===== config.mk =====
export PLATFORM = sky130hd
export DESIGN_NAME = tc3_mul_seq
export DESIGN_NICKNAME = d
export VERILOG_FILES = /design/src/rtl/tc3_mul_seq.sv
export SDC_FILE = /design/constraint.sdc
export NUM_CORES = 1
export LEC_CHECK = 0
export CORE_MARGIN = 4
export CORE_UTILIZATION = 45
export CTS_BUF_LIST = sky130_fd_sc_hd__clkbuf_4
export DETAILED_ROUTE_END_ITERATION = 8
export PLACE_DENSITY = 0.66
export SYNTH_ARGS = -nofsm -noshare
export SYNTH_HDL_FRONTEND = slang
export SYNTH_SLANG_ARGS = --single-unit

===== constraint.sdc =====
create_clock -name clk -period 12.25 [get_ports clk]
set_input_delay 1.225 -clock clk [delete_from_list [all_inputs] [get_ports clk]]
set_output_delay 1.225 -clock clk [all_outputs]
set_load 0.02 [all_outputs]

===== src/rtl/tc3_mul_seq.sv =====
// tc3_mul_seq: sequential Toom-Cook-3 multiplier, 11b x 11b unsigned -> 22b.
// One shared signed multiplier forms a single evaluation-point product per
// cycle (5 EVAL cycles), then three INTERP cycles recombine the products.
// The product is held in OUT until the consumer takes it.
//
// Ports:
//   clk        sole clock, rising edge
//   rst_n      asynchronous active-low reset
//   in_valid   operand pair present on U_IN/V_IN
//   in_ready   block accepts an operand pair this cycle (IDLE only)
//   U_IN,V_IN  unsigned operands
//   out_valid  Result holds a completed product
//   out_ready  consumer takes Result this cycle
//   Result     registered unsigned product
//   busy       high in every state except IDLE
//
// state  | meaning
// IDLE   | waiting for an operand pair
// EVAL   | one evaluation-point product per cycle, k = 0..4
// INTERP | three interpolation steps, k = 0..2; Result written on the last
// OUT    | Result presented, out_valid registered one cycle after entry
module tc3_mul_seq #(
  parameter int LIMB_W = 4
) (
  input  logic                         clk,
  input  logic                         rst_n,
  input  logic                         in_valid,
  output logic                         in_ready,
  input  logic [3*LIMB_W-2:0]          U_IN,
  input  logic [3*LIMB_W-2:0]          V_IN,
  output logic                         out_valid,
  input  logic                         out_ready,
  output logic [2*(3*LIMB_W-1)-1:0]    Result,
  output logic                         busy
);

  localparam int OP_W  = 3*LIMB_W - 1;
  localparam int RES_W = 2*OP_W;

  typedef enum logic [1:0] {S_IDLE, S_EVAL, S_INTERP, S_OUT} state_t;

  state_t             state_q, state_d;
  logic [2:0]         k_q, k_d;
  logic [LIMB_W-1:0]  u0_q, u0_d, u1_q, u1_d, v0_q, v0_d, v1_q, v1_d;
  logic [LIMB_W-2:0]  u2_q, u2_d, v2_q, v2_d;
  logic [14:0]        w0_q, w0_d, w1_q, w1_d, wm1_q, wm1_d, wm2_q, wm2_d;
  logic [14:0]        winf_q, winf_d;
  logic [17:0]        r1_q, r1_d, r2_q, r2_d, r3_q, r3_d;
  logic [RES_W-1:0]   result_q, result_d;
  logic               out_valid_q, out_valid_d;

  logic [7:0]         ea, eb;
  logic [14:0]        prod;
  logic [17:0]        r1_n;

  function automatic logic [7:0] eval_pt(input logic [2:0] k,
                                         input logic [7:0] a0,
                                         input logic [7:0] a1,
                                         input logic [7:0] a2);
    case (k)
      3'd0:    eval_pt = a0;
      3'd1:    eval_pt = a0 + a1 + a2;
      3'd2:    eval_pt = a0 - a1 + a2;
      3'd3:    eval_pt = a0 - (a1 << 1) + (a2 << 2);
      default: eval_pt = a2;
    endcase
  endfunction

  function automatic logic [14:0] sx8(input logic [7:0] x);
    sx8 = {{7{x[7]}}, x};
  endfunction

  function automatic logic [17:0] sx15(input logic [14:0] x);
    sx15 = {{3{x[14]}}, x};
  endfunction

  function automatic logic [RES_W-1:0] sx18(input logic [17:0] x);
    sx18 = {{(RES_W-18){x[17]}}, x};
  endfunction

  function automatic logic [17:0] asr1(input logic [17:0] x);
    asr1 = {x[17], x[17:1]};
  endfunction

  // Exact division by 3: the dividend is always a multiple of 3, so
  // multiplying by the inverse of 3 modulo 2^18 yields the quotient.
  function automatic logic [17:0] div3(input logic [17:0] x);
    div3 = x * 18'h2AAAB;
  endfunction

  // Shared multiplier; evaluation values fit in 8b signed and their
  // products in 15b signed, so the low 15 bits of the product are exact.
  always_comb begin
    ea   = eval_pt(k_q, 8'(u0_q), 8'(u1_q), 8'(u2_q));
    eb   = eval_pt(k_q, 8'(v0_q), 8'(v1_q), 8'(v2_q));
    prod = sx8(ea) * sx8(eb);
  end

  always_comb begin
    state_d     = state_q;
    k_d         = k_q;
    u0_d = u0_q; u1_d = u1_q; u2_d = u2_q;
    v0_d = v0_q; v1_d = v1_q; v2_d = v2_q;
    w0_d = w0_q; w1_d = w1_q; wm1_d = wm1_q; wm2_d = wm2_q; winf_d = winf_q;
    r1_d = r1_q; r2_d = r2_q; r3_d = r3_q;
    r1_n        = r1_q - r3_q;
    result_d    = result_q;
    out_valid_d = 1'b0;

    case (state_q)
      S_IDLE: begin
        if (in_valid) begin
          u0_d = U_IN[LIMB_W-1:0];
          u1_d = U_IN[2*LIMB_W-1:LIMB_W];
          u2_d = U_IN[OP_W-1:2*LIMB_W];
          v0_d = V_IN[LIMB_W-1:0];
          v1_d = V_IN[2*LIMB_W-1:LIMB_W];
          v2_d = V_IN[OP_W-1:2*LIMB_W];
          k_d     = 3'd0;
          state_d = S_EVAL;
        end
      end
      S_EVAL: begin
        case (k_q)
          3'd0:    w0_d   = prod;
          3'd1:    w1_d   = prod;
          3'd2:    wm1_d  = prod;
          3'd3:    wm2_d  = prod;
          default: winf_d = prod;
        endcase
        if (k_q == 3'd4) begin
          k_d     = 3'd0;
          state_d = S_INTERP;
        end else begin
          k_d = k_q + 3'd1;
        end
      end
      S_INTERP: begin
        case (k_q)
          3'd0: begin
            r3_d = div3(sx15(wm2_q) - sx15(w1_q));
            r1_d = asr1(sx15(w1_q) - sx15(wm1_q));
            r2_d = sx15(wm1_q) - sx15(w0_q);
            k_d  = 3'd1;
          end
          3'd1: begin
            r3_d = asr1(r2_q - r3_q) + (sx15(winf_q) << 1);
            r2_d = r2_q + r1_q - sx15(winf_q);
            k_d  = 3'd2;
          end
          default: begin
            r1_d     = r1_n;
            // Recombination at x = 2^LIMB_W; the true sum is non-negative
            // and below 2^RES_W, so modular arithmetic is exact.
            result_d = sx18(sx15(w0_q))
                     + (sx18(r1_n) << LIMB_W)
                     + (sx18(r2_q) << (2*LIMB_W))
                     + (sx18(r3_q) << (3*LIMB_W))
                     + (sx18(sx15(winf_q)) << (4*LIMB_W));
            k_d      = 3'd0;
            state_d  = S_OUT;
          end
        endcase
      end
      S_OUT: begin
        if (out_valid_q && out_ready) begin
          out_valid_d = 1'b0;
          state_d     = S_IDLE;
        end else begin
          out_valid_d = 1'b1;
        end
      end
      default: state_d = S_IDLE;
    endcase
  end

  always_ff @(posedge clk or negedge rst_n) begin
    if (!rst_n) begin
      state_q     <= S_IDLE;
      k_q         <= '0;
      u0_q <= '0; u1_q <= '0; u2_q <= '0;
      v0_q <= '0; v1_q <= '0; v2_q <= '0;
      w0_q <= '0; w1_q <= '0; wm1_q <= '0; wm2_q <= '0; winf_q <= '0;
      r1_q <= '0; r2_q <= '0; r3_q <= '0;
      result_q    <= '0;
      out_valid_q <= 1'b0;
    end else begin
      state_q     <= state_d;
      k_q         <= k_d;
      u0_q <= u0_d; u1_q <= u1_d; u2_q <= u2_d;
      v0_q <= v0_d; v1_q <= v1_d; v2_q <= v2_d;
      w0_q <= w0_d; w1_q <= w1_d; wm1_q <= wm1_d; wm2_q <= wm2_d;
      winf_q <= winf_d;
      r1_q <= r1_d; r2_q <= r2_d; r3_q <= r3_d;
      result_q    <= result_d;
      out_valid_q <= out_valid_d;
    end
  end

  // in_ready is held low while reset is asserted.
  assign in_ready  = rst_n && (state_q == S_IDLE);
  assign busy      = (state_q != S_IDLE);
  assign out_valid = out_valid_q;
  assign Result    = result_q;

endmodule


# Word-level counts from Yosys, hierarchy flattened
# Cells that the tools add are included.
[word_totals]
register_bits = 179
in_bits = 26
[op_classes]
bitwise = 3
n_addsub = 25
reduce_logical = 20
mul = 2
eq_ne = 11
n_mux = 16
[op_table]
columns = ["cell", "count"]
rows = [
  ["case mux 18 bit (2 select lines)", 3],
  ["adder 22 bit", 4],
  ["case mux 8 bit (4 select lines)", 2],
  ["subtractor 18 bit", 3],
  ["subtractor 15 x 15 -> 16 bit", 3],
  ["AND reduction 2 bit", 10],
  ["adder 17 x 16 -> 18 bit", 1],
  ["adder 18 bit", 1],
  ["multiplier 16 x 18 -> 18 bit (second input constant)", 1],
  ["multiplier 8 x 8 -> 15 bit", 1],
  ["adder 6 x 6 -> 7 bit", 2],
  ["adder 5 x 3 -> 6 bit", 2],
  ["adder 5 x 4 -> 6 bit", 2],
  ["subtractor 4 x 5 -> 6 bit", 2],
  ["adder 4 x 4 -> 5 bit", 2],
  ["subtractor 4 x 4 -> 5 bit", 2],
  ["case mux 3 bit (3 select lines)", 1],
  ["2-to-1 mux 2 bit", 4],
  ["inequality test 2 bit (second input constant)", 4],
  ["case mux 2 bit (4 select lines)", 1],
  ["== test 3 x 2 -> 1 bit (second input constant)", 2],
  ["2-to-1 mux 3 bit", 2],
  ["== test 2 bit (second input constant)", 2],
  ["case mux 2 bit (2 select lines)", 1],
  ["other kinds (14)", 19],
]

# Longest topological paths before layout
# Gate-level depths: netlist of the first run.
[depth]
word_depth = 5
depth_mapped = 29
ltp_nobuf = 29

# Worst setup path before layout of the first run
# OpenSTA, ideal clock, no wires.
[synth_path]
kind = "flip-flop to flip-flop"
startpoint = "register u0_q[0]"
endpoint = "register w0_q[13]"
arrival_time_ns = 6.397
stages_incl_launch_ff = 28
n_path_buf = 0
slack_ns = 5.713
path_cell_list = "dfrtp_1 -> inv_1 -> ha_1 -> inv_2 -> fa_1 -> fa_1 -> a21oi_1 -> nor2_1 -> xor2_1 -> a222oi_1 -> nor2_1 -> fa_1 -> inv_1 -> fa_1 -> inv_1 -> fa_1 -> inv_1 -> fa_1 -> inv_1 -> ha_1 -> inv_1 -> o21ai_1 -> a21oi_1 -> o21ai_1 -> a21oi_1 -> nor4bb_1 -> a211oi_1 -> o21ai_1"
[synth_between]
elab_chain_len = 4
word_cells_on_any_way = 8
[synth_lines]
columns = ["item", "line", "rtl"]
rows = [
  ["from (decl)", "44", "logic [LIMB_W-1:0] u0_q, u0_d, u1_q, u1_d, v0_q, v0_d, v1_q, v1_d;"],
  ["from (signal assigned)", "190", "u0_q <= u0_d; u1_q <= u1_d; u2_q <= u2_d;"],
  ["subtractor 4 x 5 -> 6 bit, or another cell as far along", "64", "3'd3: eval_pt = a0 - (a1 << 1) + (a2 << 2);"],
  ["adder 6 x 6 -> 7 bit, or another cell as far along", "64", ""],
  ["case mux 8 bit (4 select lines) (*)", "60", "case (k)"],
  ["multiplier 8 x 8 -> 15 bit (*)", "96", "prod = sx8(ea) * sx8(eb);"],
  ["to (signal assigned)", "192", "w0_q <= w0_d; w1_q <= w1_d; wm1_q <= wm1_d; wm2_q <= wm2_d;"],
  ["to (decl)", "46", "logic [14:0] w0_q, w0_d, w1_q, w1_d, wm1_q, wm1_d, wm2_q, wm2_d;"],
]
# Every way passes the cells marked *; elsewhere a longest branch is shown, timed or not.
# A chain may end at the register's enable or synchronous reset.

# Final worst setup path of the first run
[layout_path]
startpoint = "register v0_q[0]"
endpoint = "register wm2_q[13]"
[layout_between]
elab_chain_len = 4
word_cells_on_any_way = 8
[layout_lines]
columns = ["item", "line", "rtl"]
rows = [
  ["from (decl)", "44", ""],
  ["from (signal assigned)", "191", "v0_q <= v0_d; v1_q <= v1_d; v2_q <= v2_d;"],
  ["subtractor 4 x 5 -> 6 bit, or another cell as far along", "64", ""],
  ["adder 6 x 6 -> 7 bit, or another cell as far along", "64", ""],
  ["case mux 8 bit (4 select lines) (*)", "60", ""],
  ["multiplier 8 x 8 -> 15 bit (*)", "96", ""],
  ["to (signal assigned)", "192", ""],
  ["to (decl)", "46", ""],
]
# Marked as above.

==> metrics, run 1 <==
outcome completed; HP Class primary input to asynchronous set/reset pin; Non-Filler Instances 2992; commonest non-fill, non-tap cell in the layout inv_1; synthesized area per cell 8.881 µm²; Via Count approximately 16000; Seq. cell area roughly 0.0045 mm²; #FFs+latches synth ~180; die area around 0.05 mm²; layout cell share with drive strength beyond 1 0.05188; Critical Path RT between 10 and 15 ns; most used routing layer met2; final worst-path cycle share 0.5990; Hold-fix buffers, CTS 0; Iter 0 DRT Violations between 800 and 900; initial antenna violation count 2; area grow syn2layout 7.008%; Core Footprint approximately 0.046 mm²; first-pass GRT wire length approximately 90000 µm; vias in the first global route between 15000 and 20000; Fin. Hold Viols 0; Avg Vias per Cell 5.456; pin count of the biggest net entering global routing 70; reg2reg end wm2_q[13]; residual DRC count 0; Post-DRT Antenna Nets 0; fmax approximately 140 MHz; EDFF count, synth 0; CTS sink cnt roughly 180; Max Cap Violations 0; Final nets between 2000 and 3000; Root Buffer clkbuf_4; Placed Instances 2958; Worst Tran Pin Value about 1.1 ns; R2R Path Start v0_q[0]; Mapped Nets approximately 2800; critical path arrival just under 8 ns; Min Clock Period, post-route ~7.3 ns; M2 GR Usage 0.4025; Multi-input gate area 0.01454 mm²; CP Capture Type register; met3 usage 0.03171; Netlist cell types 88; # fillers about 4300; grt ovf 0; Routed WL per cell between 15 and 20 µm; detailed placer's ending HPWL 45070 µm; DRT Pass-1 Iters 5; post-synthesis cell count 2342; Async SR Flop Fraction 1.000; CP max FO 7; number of port buffers 50; Die H 223.0 µm; critical path class register to register; Netlist Area Pre-Place 0.02080 mm²; H-tree depth 4; slew margin rel. 0.2670; cts repair resizes 0; clk buf depth 2; latest clock arrival within the worst-skew pair approximately 0.73 ns; RSZ-0062 raised after global routing false; flop-to-flop setup slack approximately 4.9 ns; skew final around 0.038 ns; YS warnings 0; final setup fails 0; fin. max-slew vios 0; gr usage total 0.2242; Sum Neg Setup Slack 0 ns; # rows 78; Starting Density 0.4563; R2R cell count 25; crit start category register; Post-Route Utilization 0.4883; most frequent cells in the layout 404 x inv_1, 294 x ha_1, 184 x nand2_1, 179 x dfrtp_1, 157 x fa_1; CTS buffer count 17; grt met1 use 0.2714; GP Congestion 0.9794; Post-CTS Setup Repair Bufs 0; register area share after synthesis 0.2154; top_reg_cell synth dfrtp_1; CTS clk-pin slew, worst paths about 0.18 ns; Die X between 200 and 250 µm; CTS tree done; num ports 51; final wirelength 55170 µm
stage by stage:
| step | cell area (µm²) | worst slack, ns | hold WS (ns) |
|---|---|---|---|
| after global placement | 21960 | 5.065 | 0.4625 |
| after floorplan | 20800 | 5.713 | 0.4498 |
| after CTS | 22250 | 4.899 | 0.3496 |
| final | 22260 | 4.913 | 0.4084 |
| after global routing | 22260 | 4.490 | 0.3674 |
| after detailed placement | 21960 | 4.936 | 0.4700 |
worst max-delay path by stage:
stage	start	endpoint	slack [ns]	cells past startpoint
6_report	v0_q[0]	wm2_q[13]	4.91	25
5_1_grt	v0_q[0]	wm2_q[13]	4.49	25
4_1_cts	v0_q[0]	wm2_q[13]	4.90	25
3_5_place_dp	v0_q[0]	wm2_q[13]	4.94	25
3_3_place_gp	v0_q[0]	wm2_q[13]	5.06	27
2_1_floorplan	u0_q[0]	w0_q[13]	5.71	27
logic make-up (layout without fill, tap and decap cells):
family	after synthesis	in the layout	synth area share
buffers and inverters	468	516	0.08633
multiplexers	41	41	0.02202
AO/OA/AOI/OAI	538	538	0.1684
XOR/XNOR	162	162	0.06912
adder cells (fa/ha/maj)	451	451	0.3280
AND/OR/NAND/NOR	503	503	0.1108
flip-flops	179	179	0.2154
other	0	2	0
flip-flops by register name, indices dropped and copies added (netlist names):
signal	cells
Result	22
k_q	3
out_valid	1
r1_q	18
r2_q	18
r3_q	18
state_q	2
u0_q	4
u1_q	4
u2_q	3
v0_q	4
v1_q	4
v2_q	3
w0_q	15
w1_q	15
winf_q	15
wm1_q	15
wm2_q	15
cells in the mapped netlist, types with 41 or more instances:
master | instances | area, µm²
nor2_1 | 130 | 488.0
xnor2_1 | 106 | 928.4
xor2_1 | 55 | 481.7
ha_1 | 294 | 3679
o21ai_0 | 83 | 415.4
nand2_1 | 184 | 690.7
clkbuf_1 | 41 | 153.9
inv_1 | 404 | 1516
o21ai_1 | 75 | 375.4
fa_1 | 157 | 3143
a21oi_1 | 122 | 610.6
dfrtp_1 | 179 | 4479
worst max-delay path, cell delays in order, from the launching register on:
cell and delay, ns:
dfrtp_1 0.43, inv_1 0.06, ha_1 0.20, inv_2 0.07, fa_1 0.45, fa_1 0.45, a21oi_1 0.18, nor2_1 0.07
xor2_1 0.16, a222oi_1 0.96, nor2_1 0.15, fa_1 0.49, fa_1 0.54, inv_1 0.05, fa_1 0.46, fa_1 0.55
inv_1 0.04, ha_1 0.32, a21oi_1 0.24, o21ai_1 0.09, a21oi_1 0.22, o21ai_1 0.08, a21oi_1 0.25, nor4bb_1 0.09
a211oi_1 0.45, o21ai_1 0.16
cell type report:
cell class,count,area share
Antenna cell,2,0.0002249
Inverter,418,0.07050
Sequential cell,179,0.2013
Clock inverter,13,0.006634
Tap cell,600,0.03373
Timing Repair Buffer,66,0.02805
Clock buffer,19,0.006409
Multi-Input combinational cell,1695,0.6532
metal layers:
metal / vias up / share of wire
met1: 7960 / 0.42
met4: 0 / 0.038
met2: 345 / 0.50
li1: 7924 / -
met5: - / 0
met3: 95 / 0.039
Power of run 1 is not shown: default switching activity piles up to over one toggle a cycle in this logic, so the estimate is an artifact.
==> run 2: changes to the inputs <==
--- a/config.mk
+++ b/config.mk
@@ -9,7 +9,7 @@
 export CORE_UTILIZATION = 45
 export CTS_BUF_LIST = sky130_fd_sc_hd__clkbuf_4
 export DETAILED_ROUTE_END_ITERATION = 8
-export PLACE_DENSITY = 0.66
+export PLACE_DENSITY = 0.68
 export SYNTH_ARGS = -nofsm -noshare
 export SYNTH_HDL_FRONTEND = slang
 export SYNTH_SLANG_ARGS = --single-unit
==> constraint.sdc (replaced) <==
create_clock -name clk -period 6.1 [get_ports clk]
set_input_delay 0.61 -clock clk [delete_from_list [all_inputs] [get_ports clk]]
set_output_delay 0.61 -clock clk [all_outputs]
set_load 0.02 [all_outputs]
==> run 2 against run 1 <==
Compared with the run above: the run now ends with negative setup slack left; clock-buffer cell count down 2; die area stayed put; setup slack worse by 5.2 ns; worst hold slack lost 0.075 ns; non-clock buffer count grew 199; critical path type unchanged; routed wire length rose by 5.8%; critical path depth up 1.
==> metrics, run 2 (synthesis results as in run 1) <==
flop-to-flop setup slack -0.30 ns (was 4.91 ns); DRT Pass-1 Iters 5 (unchanged); fin. max-slew vios 0 (unchanged); die area 0.04972 mm² (unchanged); H-tree depth 4 (unchanged); Multi-input gate area 0.01558 mm² (was 0.01454 mm²); Fin. Hold Viols 0 (unchanged); Via Count 17340 (was 16320); fmax 156.4 MHz (was 136.3 MHz); slew margin rel. 0.2167 (was 0.2670); Post-DRT Antenna Nets 0 (unchanged); # fillers 4071 (was 4337); Avg Vias per Cell 5.431 (was 5.456); Core Footprint 0.04558 mm² (unchanged); clk buf depth 2 (unchanged); first-pass GRT wire length 92350 µm (was 88530 µm); CP max FO 4 (was 7); latest clock arrival within the worst-skew pair 0.76 ns (was 0.73 ns); gr usage total 0.2339 (was 0.2242); grt ovf 0 (unchanged); Final nets 3053 (was 2854); detailed placer's ending HPWL 46980 µm (was 45070 µm); setup ws final -0.2958 ns (was 4.913 ns); final worst-path cycle share 1.048 (was 0.5990); Routed WL per cell 18.28 µm (was 18.44 µm); Min Clock Period, post-route 6.396 ns (was 7.337 ns); Critical Path RT 6.75 ns (was 12.83 ns); failing checks negative setup slack; CTS sink cnt 179 (unchanged); layout cell share with drive strength beyond 1 0.1958 (was 0.05188); CP Capture Type register (unchanged); pin count of the biggest net entering global routing 54 (was 70); vias in the first global route 17890 (was 16570); reg2reg end r3_q[17] (was wm2_q[13]); RSZ-0062 raised after global routing true (was false); crit start category register (unchanged); critical path arrival 7.05 ns (was 7.92 ns); Sum Neg Setup Slack -3.565 ns (was 0 ns); CTS clk-pin slew, worst paths 0.20 ns (was 0.18 ns); area grow syn2layout 19.54% (was 7.008%); CTS tree done (unchanged); HP Class primary input to asynchronous set/reset pin (unchanged); # rows 78 (unchanged); Largest register FFs 22 (unchanged); Root Buffer clkbuf_4 (unchanged); R2R Path Start wm2_q[0] (was v0_q[0]); number of port buffers 50 (unchanged); Max Cap Violations 0 (unchanged); num ports 51 (unchanged); outcome finished, violations left (was completed); final wirelength 58380 µm (was 55170 µm); Starting Density 0.4563 (unchanged); skew final 0.04801 ns (was 0.03808 ns); most frequent cells in the layout 372 x inv_1, 259 x ha_1, 194 x buf_4, 179 x nand2_1, 178 x dfrtp_1 (was 404 x inv_1, 294 x ha_1, 184 x nand2_1, 179 x dfrtp_1, 157 x fa_1); critical path class register to register (unchanged); Iter 0 DRT Violations 901 (was 817); initial antenna violation count 2 (unchanged); Worst Tran Pin Value 1.173 ns (was 1.099 ns); Seq. cell area 0.004481 mm² (was 0.004479 mm²); commonest non-fill, non-tap cell in the layout inv_1 (unchanged); Worst path max stage delay 0.53 ns (was 0.96 ns); Die X 223.0 µm (unchanged); residual DRC count 0 (unchanged); final setup fails 25 (was 0); Die H 223.0 µm (unchanged); Worst path slowest cell fa_1 (was a222oi_1); R2R cell count 26 (was 25); GP Congestion 0.9282 (was 0.9794); CTS buffer count 17 (unchanged)
run 2: cell types whose count changed in the layout (fill, tap and decap cells not counted), moves of 16 or more:
cell,previous run,this run
buf_4,16,194
ha_4,0,29
nor2_1,130,114
inv_2,14,45
inv_1,404,372
ha_1,294,259
buf_6,0,19
run 2: per-layer routing:
metal  routed length [µm]  up-vias  track usage
met1                23690     8448       0.2768
met2                29080      428       0.4145
li1                     -     8332            -
met5                    0        -            0
met4                 2803        0       0.1090
met3                 2796      132      0.03895
run 2: worst max path at each step:
stage	from	depth (start not counted)	to	slack (ns)
3_3_place_gp	wm2_q[0]	29	r3_q[16]	-0.29
2_1_floorplan	wm2_q[0]	26	r3_q[16]	-0.08
3_5_place_dp	wm2_q[0]	27	r3_q[17]	-0.53
6_report	wm2_q[0]	26	r3_q[17]	-0.30
4_1_cts	wm2_q[0]	25	r3_q[17]	-0.21
5_1_grt	wm2_q[0]	28	r3_q[15]	-0.50
run 2: per-stage QoR:
step | util | setup slack [ns] | area [µm²] | hold slack (ns) | cells
after detailed placement | 0.5108 | -0.5290 | 23280 | 0.4688 | 3111
after CTS | 0.5331 | -0.2145 | 24300 | 0.2721 | 3176
after global routing | 0.5455 | -0.4988 | 24860 | 0.3158 | 3193
after floorplan | - | -0.07747 | 20970 | 0.3144 | 2342
final | 0.5455 | -0.2958 | 24860 | 0.3332 | 3193
after global placement | 0.5108 | -0.2940 | 23280 | 0.4627 | 3111
run 2: area by class of cell:
type,instances,area share
Antenna cell,4,0.0004026
Timing Repair Buffer,265,0.08847
Tap cell,600,0.03019
Clock buffer,17,0.005133
Inverter,418,0.06320
Multi-Input combinational cell,1695,0.6268
Sequential cell,179,0.1802
Clock inverter,15,0.005586
run 2: repair_timing:
action | CTS | global route
hold endpoints to repair | 44 | 0
resized for setup | 113 | 111
cloned | 0 | 1
pin swaps | 109 | 58
setup endpoints to repair | 34 | 46
buffers inserted | 35 | 13
hold buffers | 1 | 0
run 2: critical path: cells and delay by family (launching register included):
kind                     cells  cell delay (ns)
AO/OA/AOI/OAI                8             1.91
XOR/XNOR                     2             0.35
flip-flops                   1             0.42
adder cells (fa/ha/maj)      9             3.20
buffers and inverters        7             0.40
Power of run 2 is left out for the same reason.
==> RTL change: new RTL, config.mk and constraints of run 2 <==
Re-encode `state_t` (4 states) as Gray code, 2 bits wide.
--- a/src/rtl/tc3_mul_seq.sv
+++ b/src/rtl/tc3_mul_seq.sv
@@ -37,7 +37,7 @@
   localparam int OP_W  = 3*LIMB_W - 1;
   localparam int RES_W = 2*OP_W;
 
-  typedef enum logic [1:0] {S_IDLE, S_EVAL, S_INTERP, S_OUT} state_t;
+  typedef enum logic [1:0] {S_IDLE = 2'b00, S_EVAL = 2'b01, S_INTERP = 2'b11, S_OUT = 2'b10} state_t;
 
   state_t             state_q, state_d;
   logic [2:0]         k_q, k_d;
Formal check against the unedited RTL: same outputs for any inputs over 4 cycles, from zero or initial values and one cycle with rst_n low; so few cycles prove little.
==> RTL change against run 2 <==
- the flow still finishes with violations (setup timing)
- sequential cell count did not move
- worst setup slack got worse by 0.080 ns
- wire length fell by 4.5%
- synthesized area down 1.9%
- design area shrank 3.7%
- synthesized cell count is 1.5% lower
Power is left out: the tool's default activity adds up to more than one toggle a clock period on the data nets, which glitch-free logic cannot reach.
==> RTL change: results (changes against run 2) <==
Status = finished with violations (unchanged)
Violated checks = setup timing (unchanged)
Slew @ Worst Pin = 1.112 ns (was 1.173 ns)
Met1 usage = 27.13% (was 27.68%)
Root Driver = clkbuf_4 (unchanged)
Synth Instances = 2,307 (was 2,342)
Post-synthesis mux area share = 2.262% (was 2.202%)
Worst hold path class = in -> async (unchanged)
M3 GR Usage = 3.459% (was 3.895%)
Synth Flop Type = dfrtp_1 (unchanged)
Post-Synth Adder-Cell Area = 33.06% (was 32.80%)
GP Congestion = 0.9470 (was 0.9282)
Worst Setup SP = v1_q[0] (was wm2_q[0])
WL per Instance = 17.84 microns (was 18.28 microns)
Met2 Resource Use GR = 41.82% (was 41.45%)
CTS Buf Count = 17 (unchanged)
Clk pin slew, worst setup/hold paths = 0.18 ns (was 0.20 ns)
Post-CTS setup buffer count = 10 (was 35)
Share of layout cells above drive strength 1 = 16.08% (was 19.58%)
Initial antenna violation count = 2 (unchanged)
Initial DRC Count = 952 (was 901)
Clock Skew = 0.04666 ns (was 0.04801 ns)
Register area share after synthesis = 21.95% (was 21.54%)
Crit path max-delay cell type = fa_1 (unchanged)
Vias in the first global route = 17,440 (was 17,890)
DP HPWL = 45,650 microns (was 46,980 microns)
Placed Cells = 3,078 (was 3,111)
Xor/xnor share of the synthesized area = 7.406% (was 6.912%)
Compound-Gate Fraction of Synth Area = 15.84% (was 16.84%)
Largest net degree at the start of global routing = 78 (was 54)
Htree depth = 4 (unchanged)
Max reg flops = 22 (unchanged)
Commonest cells in the netlist = inv_1 (400), ha_1 (288), nand2_1 (193) (was inv_1 (404), ha_1 (294), nand2_1 (184))
CTS resizes = 52 (was 113)
# setup viols final = 36 (was 25)
Fill cells = 4,093 (was 4,071)
Syn. warnings = 0 (unchanged)
Post-CTS Hold Fix Bufs = 1 (unchanged)
Worst Setup Slack, final = -0.3761 ns (was -0.2958 ns)
Row cnt = 77 (was 78)
Largest cells by area after synthesis = dfrtp_1 (22%), ha_1 (18%), fa_1 (15%) (unchanged)
CP peak stage delay = 0.54 ns
Non-filler cells, final = 3,125 (was 3,193)
Placed cell areas = 22,990 sq um (was 23,280 sq um)
FFs w/ async S/R, synth = 100.0% (unchanged)
Unique masters post-synth = 74 (was 88)
Clk_lat worst skew = 0.78 ns (was 0.76 ns)
Vias per cell = 5.406 (was 5.431)
Initial DRT Pass Iterations = 5 (unchanged)
Nets = 2,989 (was 3,053)
CP arrival = 7.08 ns (was 7.05 ns)
Critical path peak fanout = 5 (was 4)
Max clock buf depth = 2 (unchanged)
Total track usage = 22.93% (was 23.39%)
First-pass GRT wire length = 89,730 microns (was 92,350 microns)
Syn nets = 2,778 (was 2,819)
==> RTL change: critical path, delay by kind of cell (launching register included) <==
kind | cells | cell delay (ns)
compound gates | 10 | 1.36
xor+xnor | 2 | 0.40
fa+ha+maj | 8 | 3.09
buf+inv | 6 | 0.47
flops | 1 | 0.47
simple gates | 2 | 0.53
==> RTL change: logic make-up (layout without fill, tap and decap cells) <==
family / Yosys count / in the layout
compound gates: 518 / 518
buf+inv: 446 / 670
mux: 41 / 41
simple gates: 508 / 508
other cells: 0 / 2
xor+xnor: 170 / 170
flops: 179 / 179
fa+ha+maj: 445 / 445
==> RTL change: cell type report <==
cell class	count	share of cell area, %
Multi-Input combinational cell	1682	62.45
Inverter	401	6.297
Timing Repair Buffer	237	8.074
Clock buffer	17	0.5331
Sequential cell	179	18.71
Clock inverter	15	0.8205
Antenna cell	2	0.02090
Tap cell	592	3.094
==> RTL change: final timing paths <==
kind,endpoint,depth (start not counted)
setup / recovery,w1_q[13],28
hold / removal,Result[8],2
setup reg to reg,w1_q[13],28
hold reg to reg,out_valid,1
max in group asynchronous,w1_q[0],3
min in group clk,u0_q[1],3
==> RTL change: metrics by stage <==
| stage | util (%) | TNS, ns | setup slack [ns] | hold slack (ns) |
|---|---|---|---|---|
| finish | 53.79 | -9.172 | -0.3761 | 0.3192 |
| global route | 53.79 | -22.06 | -0.7142 | 0.3093 |
| CTS | 52.95 | -15.59 | -0.5650 | 0.2774 |
| detailed placement | 51.64 | -16.50 | -0.6077 | 0.4696 |
| global placement | 51.64 | -11.06 | -0.4384 | 0.4616 |
| floorplan | - | -0.5420 | -0.1189 | 0.3144 |
==> RTL change: routing by layer <==
layer / wire length, microns / share of wire, %
met1: 22610 / 41
met2: 28690 / 51
met3: 2340 / 4.2
met4: 2109 / 3.8
met5: 0 / 0
